<file path="src/rtl/bcd_scan_display.sv">
// bcd_scan_display: multiplexes snapshotted BCD digits onto a 4-digit 7-seg.
// Optional: define LEADING_ZERO_BLANK_EN to blank leading zeros.
module bcd_scan_display #(
  parameter int REFRESH_DIV      = 100000,
  parameter bit BLANK_ON_DISABLE = 1'b1
) (
  input  logic       clk,
  input  logic       reset,
  input  logic       enable,
  input  logic [3:0] ones,
  input  logic [3:0] tens,
  input  logic [3:0] hundreds,
  input  logic       error,
  output logic [6:0] seg,
  output logic [3:0] an,
  output logic       dp,
  output logic       frame_start
);

  localparam int CW = (REFRESH_DIV > 2) ? $clog2(REFRESH_DIV) : 1;
  localparam logic [CW-1:0] LP_LAST = CW'(REFRESH_DIV - 1);

  localparam logic [6:0] SEG_OFF  = 7'b1111111;
  localparam logic [6:0] SEG_DASH = 7'b0111111;
  localparam logic [6:0] SEG_E    = 7'b0000110;

  typedef enum logic [1:0] {
    D0 = 2'd0,
    D1 = 2'd1,
    D2 = 2'd2,
    D3 = 2'd3
  } state_t;

  state_t        r_state;
  state_t        w_state_nxt;
  logic [CW-1:0] r_cnt;
  logic          w_tick;
  logic          w_snap;
  logic          w_snap_en;
  logic          r_live;
  logic [3:0]    r_ones;
  logic [3:0]    r_tens;
  logic [3:0]    r_hund;
  logic          r_err;
  logic          w_lz1;
  logic          w_lz2;
  logic          w_blank;
  logic [3:0]    w_an;
  logic [6:0]    w_seg;
  logic [3:0]    r_an;
  logic [6:0]    r_seg;

  function automatic logic [6:0] f_dec(input logic [3:0] d);
    logic [6:0] s;
    case (d)
      4'd0:    s = 7'b1000000;
      4'd1:    s = 7'b1111001;
      4'd2:    s = 7'b0100100;
      4'd3:    s = 7'b0110000;
      4'd4:    s = 7'b0011001;
      4'd5:    s = 7'b0010010;
      4'd6:    s = 7'b0000010;
      4'd7:    s = 7'b1111000;
      4'd8:    s = 7'b0000000;
      4'd9:    s = 7'b0010000;
      default: s = SEG_DASH;
    endcase
    return s;
  endfunction

  assign w_tick = (r_cnt == LP_LAST);

  always_ff @(posedge clk) begin
    if (!reset) begin
      r_cnt <= '0;
    end else if (w_tick) begin
      r_cnt <= '0;
    end else begin
      r_cnt <= r_cnt + CW'(1);
    end
  end

  always_ff @(posedge clk) begin
    if (!reset) begin
      r_state <= D0;
    end else begin
      r_state <= w_state_nxt;
    end
  end

  always_comb begin
    w_state_nxt = r_state;
    if (w_tick) begin
      unique case (r_state)
        D0: w_state_nxt = D1;
        D1: w_state_nxt = D2;
        D2: w_state_nxt = D3;
        D3: w_state_nxt = D0;
      endcase
    end
  end

  // With scanning kept alive while disabled, the snapshot stays frozen.
  assign w_snap_en = BLANK_ON_DISABLE || enable;
  assign w_snap    = w_tick && (r_state == D3) && w_snap_en;
  assign frame_start = w_snap && reset;

  always_ff @(posedge clk) begin
    if (!reset) begin
      r_ones <= '0;
      r_tens <= '0;
      r_hund <= '0;
      r_err  <= 1'b0;
    end else if (w_snap) begin
      r_ones <= ones;
      r_tens <= tens;
      r_hund <= hundreds;
      r_err  <= error;
    end
  end

  // Display stays dark until the scan has made its first move.
  always_ff @(posedge clk) begin
    if (!reset) begin
      r_live <= 1'b0;
    end else if (w_tick) begin
      r_live <= 1'b1;
    end
  end

`ifdef LEADING_ZERO_BLANK_EN
  assign w_lz2 = (r_hund == 4'd0);
  assign w_lz1 = w_lz2 && (r_tens == 4'd0);
`else
  assign w_lz2 = 1'b0;
  assign w_lz1 = 1'b0;
`endif

  always_comb begin
    w_an  = 4'b1111;
    w_seg = SEG_OFF;
    unique case (r_state)
      D0: begin
        w_an  = 4'b1110;
        w_seg = f_dec(r_ones);
      end
      D1: begin
        if (!w_lz1) begin
          w_an  = 4'b1101;
          w_seg = f_dec(r_tens);
        end
      end
      D2: begin
        if (!w_lz2) begin
          w_an  = 4'b1011;
          w_seg = f_dec(r_hund);
        end
      end
      D3: begin
        if (r_err) begin
          w_an  = 4'b0111;
          w_seg = SEG_E;
        end
      end
    endcase
  end

  assign w_blank = !r_live || (BLANK_ON_DISABLE && !enable);

  always_ff @(posedge clk) begin
    if (!reset) begin
      r_an  <= 4'b1111;
      r_seg <= SEG_OFF;
    end else if (w_blank) begin
      r_an  <= 4'b1111;
      r_seg <= SEG_OFF;
    end else begin
      r_an  <= w_an;
      r_seg <= w_seg;
    end
  end

  assign an  = r_an;
  assign seg = r_seg;
  assign dp  = 1'b1;

endmodule

</file>
<file path="config.mk">
export PLATFORM = sky130hd
export DESIGN_NAME = bcd_scan_display
export DESIGN_NICKNAME = d
export VERILOG_FILES = /design/src/rtl/bcd_scan_display.sv
export SDC_FILE = /design/constraint.sdc
export NUM_CORES = 1
export LEC_CHECK = 0
export BUFFER_PORTS_ARGS = -buffer_cell sky130_fd_sc_hd__buf_4
export CAP_MARGIN = 10
export CORE_MARGIN = 4
export CORE_UTILIZATION = 35
export CTS_BUF_LIST = sky130_fd_sc_hd__clkbuf_4 sky130_fd_sc_hd__clkbuf_8
export DETAILED_ROUTE_END_ITERATION = 7
export PLACE_DENSITY = 0.56
export SLEW_MARGIN = 10
export SYNTH_ARGS = -nofsm -noshare
export SYNTH_HDL_FRONTEND = slang
export SYNTH_SLANG_ARGS = --single-unit
export TNS_END_PERCENT = 50
</file>
<file path="constraint.sdc">
create_clock -name clk -period 7.4 [get_ports clk]
set_clock_uncertainty 0.1 [all_clocks]
set_input_delay 0.37 -clock clk [delete_from_list [all_inputs] [get_ports clk]]
set_output_delay 0.37 -clock clk [all_outputs]
set_load 0.01 [all_outputs]
</file>
* After elaboration in Yosys (flattened, before gate mapping)
Memory sizes are Yosys's and may differ from the RTL's. A register that Yosys moved wholly into a read port is not among the register bits.
Cells that the tools add are included.
** Storage, ports and cells
- Register bits after elaboration :: 44
- Bits in latches :: 0
- Bits in writable memories :: 0
- ROM bits :: 336
- Input port bits :: 16
- Output and inout port bits :: 13
- Logic and storage cells :: 37
- Memories :: 3
** Memory list
- (name not given) :: words 16, bits a word 7, read ports 1, clocked after memory_dff 1, wr ports 0, line 55 : case (d)
- (name not given) :: words 16, bits a word 7, read ports 1, clocked after memory_dff 1, wr ports 0, line 55
- (name not given) :: words 16, bits a word 7, read ports 1, clocked after memory_dff 1, wr ports 0, line 55
** Operators by class
- Add/sub/neg operators :: 1
- Multipliers :: 0
- Div/mod/pow operators :: 0
- Order comparisons :: 0
- Equality and inequality tests :: 4
- Shift-type cells :: 0
- Multiplexer cells :: 11
- Bitwise operators :: 1
- Reduce and logical (&&, ||, !) cells :: 8
** Operators with widths (count)
- $mux 4 :: 7
- $pmux 7 s4 :: 1
- $add 17x1->17 const B :: 1
- $eq 17x17->1 const B :: 1
- $pmux 4 s4 :: 1
- $pmux 2 s4 :: 1
- $mux 7 :: 1
- $eq 2x2->1 const B :: 2
- $reduce_or 2->1 :: 2
- $eq 2x1->1 const B :: 1
- $logic_and 1x1->1 :: 2
- $logic_not 1->1 :: 2
- $logic_not 2->1 :: 1
- $logic_or 1x1->1 :: 1
- $not 1->1 :: 1

* Logic depth before layout (Yosys ltp)
Gate-level depths: netlist of run 1.
- Depth in word-level cells :: 4
- Gate-level depth with buffers :: 13

* Worst setup path after synthesis of run 1
Ideal clock, no wire load.
- Path kind :: reg-to-reg
- From :: register r_cnt[0]
- To :: register (tool-made name)
- Setup time :: 74 ps
- Data arrival time :: 2751 ps
- Data required time :: 7226 ps
- Setup slack :: 4474 ps
- Cell stages (with the launch flop) :: 13
- Period minus slack after synthesis :: 2926 ps
- Cell sequence :: dfxtp_1 > ha_1 > nand4_1 > or4_1 > buf_6 > nor2_8 > buf_2 > nand2_1 > a21oi_1 > inv_1 > ha_1 > o221a_2 > a31oi_1
** RTL lines
- from (decl) :: line 36 : logic [CW-1:0] r_cnt;
- from (signal assigned) :: line 79 : r_cnt <= r_cnt + CW'(1);

==> flow_summary_export.csv, run 1 <==
group,metric,value,unit
worst_hold_path,hp-class,"in -> reg",
synth,postSynthCellCount,343,
power,pwr-share-clk,47.5,%
sta,drv_slew,0,
critical_path,critPathArrivalTime,3.37,ns
floorplanning,core.rowCount,33,
cells_and_area,final_util,42.6,%
sta,fmax,310,MHz
synth,synth_edf_count,0,
critical_path,cp_slowest_stage_delay,0.79,ns
clock_tree,clk_latency,0.34,ns
critical_path,worstPathCellList,"ha_1, nand4_1, or4_1, nor2_8, nand2_1, a21oi_1, inv_1, ha_1, and2_1, o31ai_1",
route,firstDrtPassIters,5,
power,power.internal,0.000551,W
power,p_switching,0.000153,W
synth,synth_ff_type,"dfxtp_1",
cells_and_area,syn2layout_area_growth,16.4,%
place,port_buffers,27,
power,p_total,0.000704,W
sta,whs,0.204,ns
cells_and_area,fillers,843,
clock_tree,cts_buffer_depth,2,
sta,setup_tns,0,ns
run,maxCapViolCount,0,
global_route,grt_max_degree,23,
route,routedWlPerCell,13.0,µm
worst_hold_path,worstHoldStart,"error",
clock_tree,numCtsBuffers,9,
synth,netlist_area,0.00305,mm²
critical_path,rrSetupSlack,4.17,ns
global_route,globalRouteOverflowTotal,0,
clock_tree,cts_post_setup_buffers_inserted,0,
sta,rsz0062_at_grt,"false",
synth,synth-seq-area-share,42.6,%
global_route,grt_pass1_wl,10300,µm
critical_path,cp_max_fo,14,
critical_path,startpoint_type,"register",
floorplanning,dieHeight,101,µm
synth,yosysUniqueCellTypes,53,
place,dp_hpwl,4720,µm
global_route,antenna_found_initial,0,
route,initialDrtViolationCount,103,
cells_and_area,layout_commonest_cell,"dfxtp_1",
synth,synth.avg_cell_area,8.90,µm²
critical_path,timing.critical_path.buf_inv,1,
critical_path,end_kind,"register",
worst_hold_path,min_to,"r_err",
critical_path,required,7.53,ns
outcome,status,"completed",
clock_tree,clock_sinks,65,
clock_tree,cts_tree,"yes",
route,ant_nets,0,
sta,worst_pin_slew,0.709,ns
global_route,grt_pass1_vias,2263,
synth,synth_fa_ha_area_share,8.61,%
place,routabilityCongestion,0.805,
sta,setup_viol,0,
power,p_comb_share,2.4,%
power,seqPwrFrac,50.1,%
power,leakage,1.53,nW
place,place_area,0.00333,mm²
synth,synth_compound_area_share,12.6,%
critical_path,cp_common_cell,"ha_1",
floorplanning,ios,29,
floorplanning,core,0.00834,mm²
floorplanning,dieArea,0.0103,mm²
cells_and_area,fin_nets,406,
synth,synth_async_sr_flop_share,0,%
critical_path,crit_family,"simple AND/OR/NAND/NOR gates",
power,power.density,198,mW/mm²
synth,yosys.area_share.xor_xnor,4.02,%
cells_and_area,final_area,0.00355,mm²
power,p_sw_share,21.7,%
synth,synth-seq-cells,65,
synth,synth_top_family_by_area,"simple AND/OR/NAND/NOR gates",
synth,ys_warn_count,0,
synth,synth.area.mux_share,5.95,%
critical_path,critical_path_class,"reg -> reg",
clock_tree,path_clk_slew,0.07,ns
clock_tree,htree_num_levels,3,
route,routed_wl,6230,µm
floorplanning,fp.dieW,101,µm
cells_and_area,drive_gt1_share,15.8,%
synth,yosys.area_share.simple,21.2,%
sta,post-route-period-util,43.7,%
clock_tree,ctsResizeCount,0,
route,via_per_inst,4.93,
clock_tree,cts_hold_buf,0,
critical_path,reg2reg_depth,10,
worst_hold_path,whs_path_depth,3,
clock_tree,cts_root_buf,"clkbuf_8",
sta,slew-limit-headroom,52.5,%
global_route,grt_usage,13.0,%
sta,hold_viol,0,
synth,synth_nets,380,
route,dr_total_vias,2361,
power,vdd_drop_max,0.000102,V
critical_path,cpMaxStageDelayCell,"or4_1",
sta,min_period,3.23,ns
route,remaining_drc_errors,0,
critical_path,timing.rr.start,"r_cnt[0]",
cells_and_area,final_cell_mix,"65 x dfxtp_1, 51 x nand2_1, 35 x nor2_1, 27 x a21oi_1, 27 x buf_4",
floorplanning,start_util,36.6,%
cells_and_area,n_antenna_cell,0,
-- synthesized netlist by cell type (2+ instances only) --
master / n / share of area [%]
a211oi_1: 2 / 0.49
a21oi_1: 27 / 4.4
a221o_1: 7 / 2.3
a31oi_1: 5 / 1.0
and2_1: 3 / 0.62
and3_1: 4 / 0.82
clkbuf_1: 8 / 0.98
dfxtp_1: 65 / 43
ha_1: 21 / 8.6
inv_1: 21 / 2.6
mux2_4: 4 / 2.0
mux2i_1: 11 / 3.6
nand2_1: 51 / 6.3
nand3_1: 12 / 2.0
nand4_1: 3 / 0.62
nor2_1: 35 / 4.3
nor3_1: 5 / 0.82
nor4b_1: 2 / 0.57
o21ai_0: 8 / 1.3
o21ai_1: 2 / 0.33
or3_1: 3 / 0.62
xnor2_1: 4 / 1.1
xor2_1: 10 / 2.9
-- final cells by class --
| class | instances | area (µm²) | share of cell area (%) |
|---|---|---|---|
| multi-input combinational | 243 | 1600 | 45.2 |
| sequential | 65 | 1300 | 36.6 |
| timing repair buffer | 27 | 203 | 5.71 |
| tap | 105 | 131 | 3.70 |
| clock buffer | 9 | 124 | 3.49 |
| clock inverter | 7 | 98.8 | 2.78 |
| inverter | 23 | 88.8 | 2.50 |
-- worst max-delay path by stage --
stage,startpoint,end,slack [ns],cells past startpoint
floorplan,r_cnt[0],register,4.47,12
global placement,r_cnt[0],register,4.30,10
detailed placement,r_cnt[0],register,4.19,10
CTS,r_cnt[0],register,4.15,10
global route,r_cnt[0],register,3.94,10
finish,r_cnt[0],register,4.17,10
-- metrics by stage --
step | std cells | setup WS (ns)
final | 479 | 4.17
after detailed placement | 463 | 4.19
after floorplan | 343 | 4.47
after CTS | 479 | 4.15
after global routing | 479 | 3.94
after global placement | 463 | 4.30
-- kinds of logic (layout without fill, tap and decap cells) --
logic type / count (synthesis) / in the layout
XOR/XNOR: 14 / 14
AND/OR/NAND/NOR: 130 / 130
flip-flops: 65 / 65
multiplexers: 16 / 16
adder cells (fa/ha/maj): 21 / 21
buffers and inverters: 35 / 66
AO/OA/AOI/OAI: 61 / 61
other: 1 / 1
-- routing by layer --
layer / share of wire, % / vias to the layer above / routed length [µm] / GRT usage, %
met5: 0 / - / 0 / 0
met4: 1.6 / 0 / 99 / 4.81
met3: 5.0 / 10 / 310 / 4.34
met2: 46 / 49 / 2860 / 20.4
met1: 48 / 1081 / 2960 / 16.5
li1: - / 1221 / - / -
-- power groups by stage --
stage / Sequential [W] / Combinational, W / Clock (W)
floorplan: 0.000360 / 0.00000803 / 0
global placement: 0.000360 / 0.0000176 / 0
detailed placement: 0.000360 / 0.0000172 / 0
CTS: 0.000352 / 0.0000173 / 0.000345
global route: 0.000352 / 0.0000191 / 0.000367
finish: 0.000352 / 0.0000170 / 0.000334
-- tightest hold or removal path: stages --
cell and delay (ns):
buf_4 0.11, nand2_1 0.05, a21oi_1 0.05
(Power assumes the default switching activity.)
==> run 2, diff against run 1 <==
==> constraint.sdc (replaced) <==
create_clock -name clk -period 3.32 [get_ports clk]
set_clock_uncertainty 0.1 [all_clocks]
set_input_delay 0.166 -clock clk [delete_from_list [all_inputs] [get_ports clk]]
set_output_delay 0.166 -clock clk [all_outputs]
set_load 0.01 [all_outputs]
==> flow_summary_export.csv, run 2 (synthesized netlist as in run 1, its figures left out) <==
group,metric,value,unit
critical_path,cp_max_fo,14,
sta,drv_slew,0,
cells_and_area,layout_commonest_cell,"dfxtp_1",
global_route,grt_pass1_wl,10900,µm
global_route,grt_pass1_vias,2328,
route,met2WireLength,2970,µm
cells_and_area,drive_gt1_share,16.2,%
run,maxCapViolCount,0,
critical_path,startpoint_type,"register",
floorplanning,core,0.00834,mm²
place,dp_hpwl,4700,µm
power,leakage,1.52,nW
place,routabilityCongestion,0.853,
sta,post-route-period-util,93.6,%
cells_and_area,n_antenna_cell,0,
critical_path,reg2reg_depth,9,
global_route,grt_usage,13.6,%
critical_path,timing.rr.start,"r_cnt[12]",
worst_hold_path,hp-class,"in -> reg",
sta,hold_viol,0,
critical_path,critical_path_class,"reg -> reg",
worst_hold_path,min_to,"r_ones[0]",
worst_hold_path,worstHoldStart,"ones[0]",
clock_tree,cts_tree,"yes",
cells_and_area,syn2layout_area_growth,15.6,%
route,dr_total_vias,2396,
route,routedWlPerCell,13.3,µm
clock_tree,htree_num_levels,3,
outcome,status,"completed",
route,firstDrtPassIters,4,
critical_path,end_kind,"register",
power,pwr-share-clk,42.4,%
sta,fmax,322,MHz
floorplanning,fp.dieW,101,µm
clock_tree,cts_root_buf,"clkbuf_8",
sta,slew-limit-headroom,52.9,%
cells_and_area,fillers,820,
power,seqPwrFrac,54.8,%
route,remaining_drc_errors,0,
cells_and_area,final_util,42.3,%
global_route,grt_max_degree,23,
cells_and_area,fin_nets,409,
route,highest_layer,"met4",
clock_tree,path_clk_slew,0.08,ns
floorplanning,dieArea,0.0103,mm²
route,initialDrtViolationCount,77,
sta,min_period,3.11,ns
clock_tree,numCtsBuffers,9,
route,ant_nets,0,
critical_path,rrSetupSlack,0.21,ns
sta,worst_pin_slew,0.703,ns
floorplanning,core.rowCount,33,
sta,setup_viol,0,
power,power.density,406,mW/mm²
route,wl_met3,279,µm
clock_tree,clock_sinks,65,
power,power.internal,0.00108,W
place,port_buffers,27,
critical_path,required,3.48,ns
cells_and_area,final_cell_mix,"65 x dfxtp_1, 51 x nand2_1, 35 x nor2_1, 29 x buf_4, 27 x a21oi_1",
worst_hold_path,whs_path_depth,3,
global_route,globalRouteOverflowTotal,0,
power,p_switching,0.000356,W
floorplanning,dieHeight,101,µm
route,m1WireLength,3070,µm
clock_tree,clk_latency,0.34,ns
floorplanning,start_util,36.6,%
route,routed_wl,6400,µm
power,p_sw_share,24.9,%
critical_path,critPathArrivalTime,3.27,ns
sta,setup_tns,0,ns
route,via_per_inst,4.97,
global_route,antenna_found_initial,0,
floorplanning,ios,29,
sta,rsz0062_at_grt,"false",
power,vdd_drop_max,0.000205,V
power,p_comb_share,2.8,%
clock_tree,cts_buffer_depth,2,
## run 2: power groups by stage
stage	clock network (W)	registers, W	logic, W
final	0.000607	0.000785	0.0000401
after global routing	0.000664	0.000786	0.0000442
after CTS	0.000625	0.000785	0.0000402
after detailed placement	0	0.000803	0.0000392
after global placement	0	0.000803	0.0000395
after floorplan	0	0.000803	0.0000179
## run 2: critical path: stages, from the launching register on
cell     delay (ns)
dfxtp_1        0.36
or4_4          0.57
or4_1          0.60
nor2_8         0.30
nand2_1        0.11
a21oi_1        0.24
inv_1          0.12
ha_1           0.21
o221a_2        0.28
a31oi_1        0.15
## run 2: cell type report
cell class / instances / area [µm²] / share of cell area, %
Clock buffer: 9 / 124 / 3.51
Clock inverter: 7 / 51.3 / 1.45
Inverter: 23 / 88.8 / 2.52
Multi-Input combinational cell: 243 / 1600 / 45.5
Sequential cell: 65 / 1300 / 36.9
Tap cell: 105 / 131 / 3.72
Timing Repair Buffer: 30 / 228 / 6.45
## run 2: worst max-delay path by stage
stage / cells after the start / from / endpoint
after global placement: 9 / r_cnt[12] / register
after CTS: 9 / r_cnt[12] / register
after floorplan: 12 / r_cnt[0] / register
after global routing: 10 / r_cnt[0] / register
after detailed placement: 9 / r_cnt[12] / register
final: 9 / r_cnt[12] / register
## run 2: routing by layer
layer,up-vias,global-route usage (%)
li1,1225,-
met1,1115,17.7
met2,48,21.2
met3,8,4.20
met4,0,5.11
met5,-,0
## run 2: repair_timing
item,in CTS,in global routing
hold endpoints to repair,1,0
hold buffers,1,0
buffers inserted,0,0
resized for setup,0,0
## run 2: per-stage QoR
stage	setup slack (ns)	power (W)	instances	hold WS [ns]	instance area, µm²
after floorplan	0.394	0.000820	343	0.206	3050
after global placement	0.322	0.000843	465	0.337	3340
after detailed placement	0.232	0.000842	465	0.345	3340
after CTS	0.201	0.00145	482	0.00223	3530
after global routing	0.0261	0.00149	482	0.00290	3530
final	0.211	0.00143	482	0.0185	3530
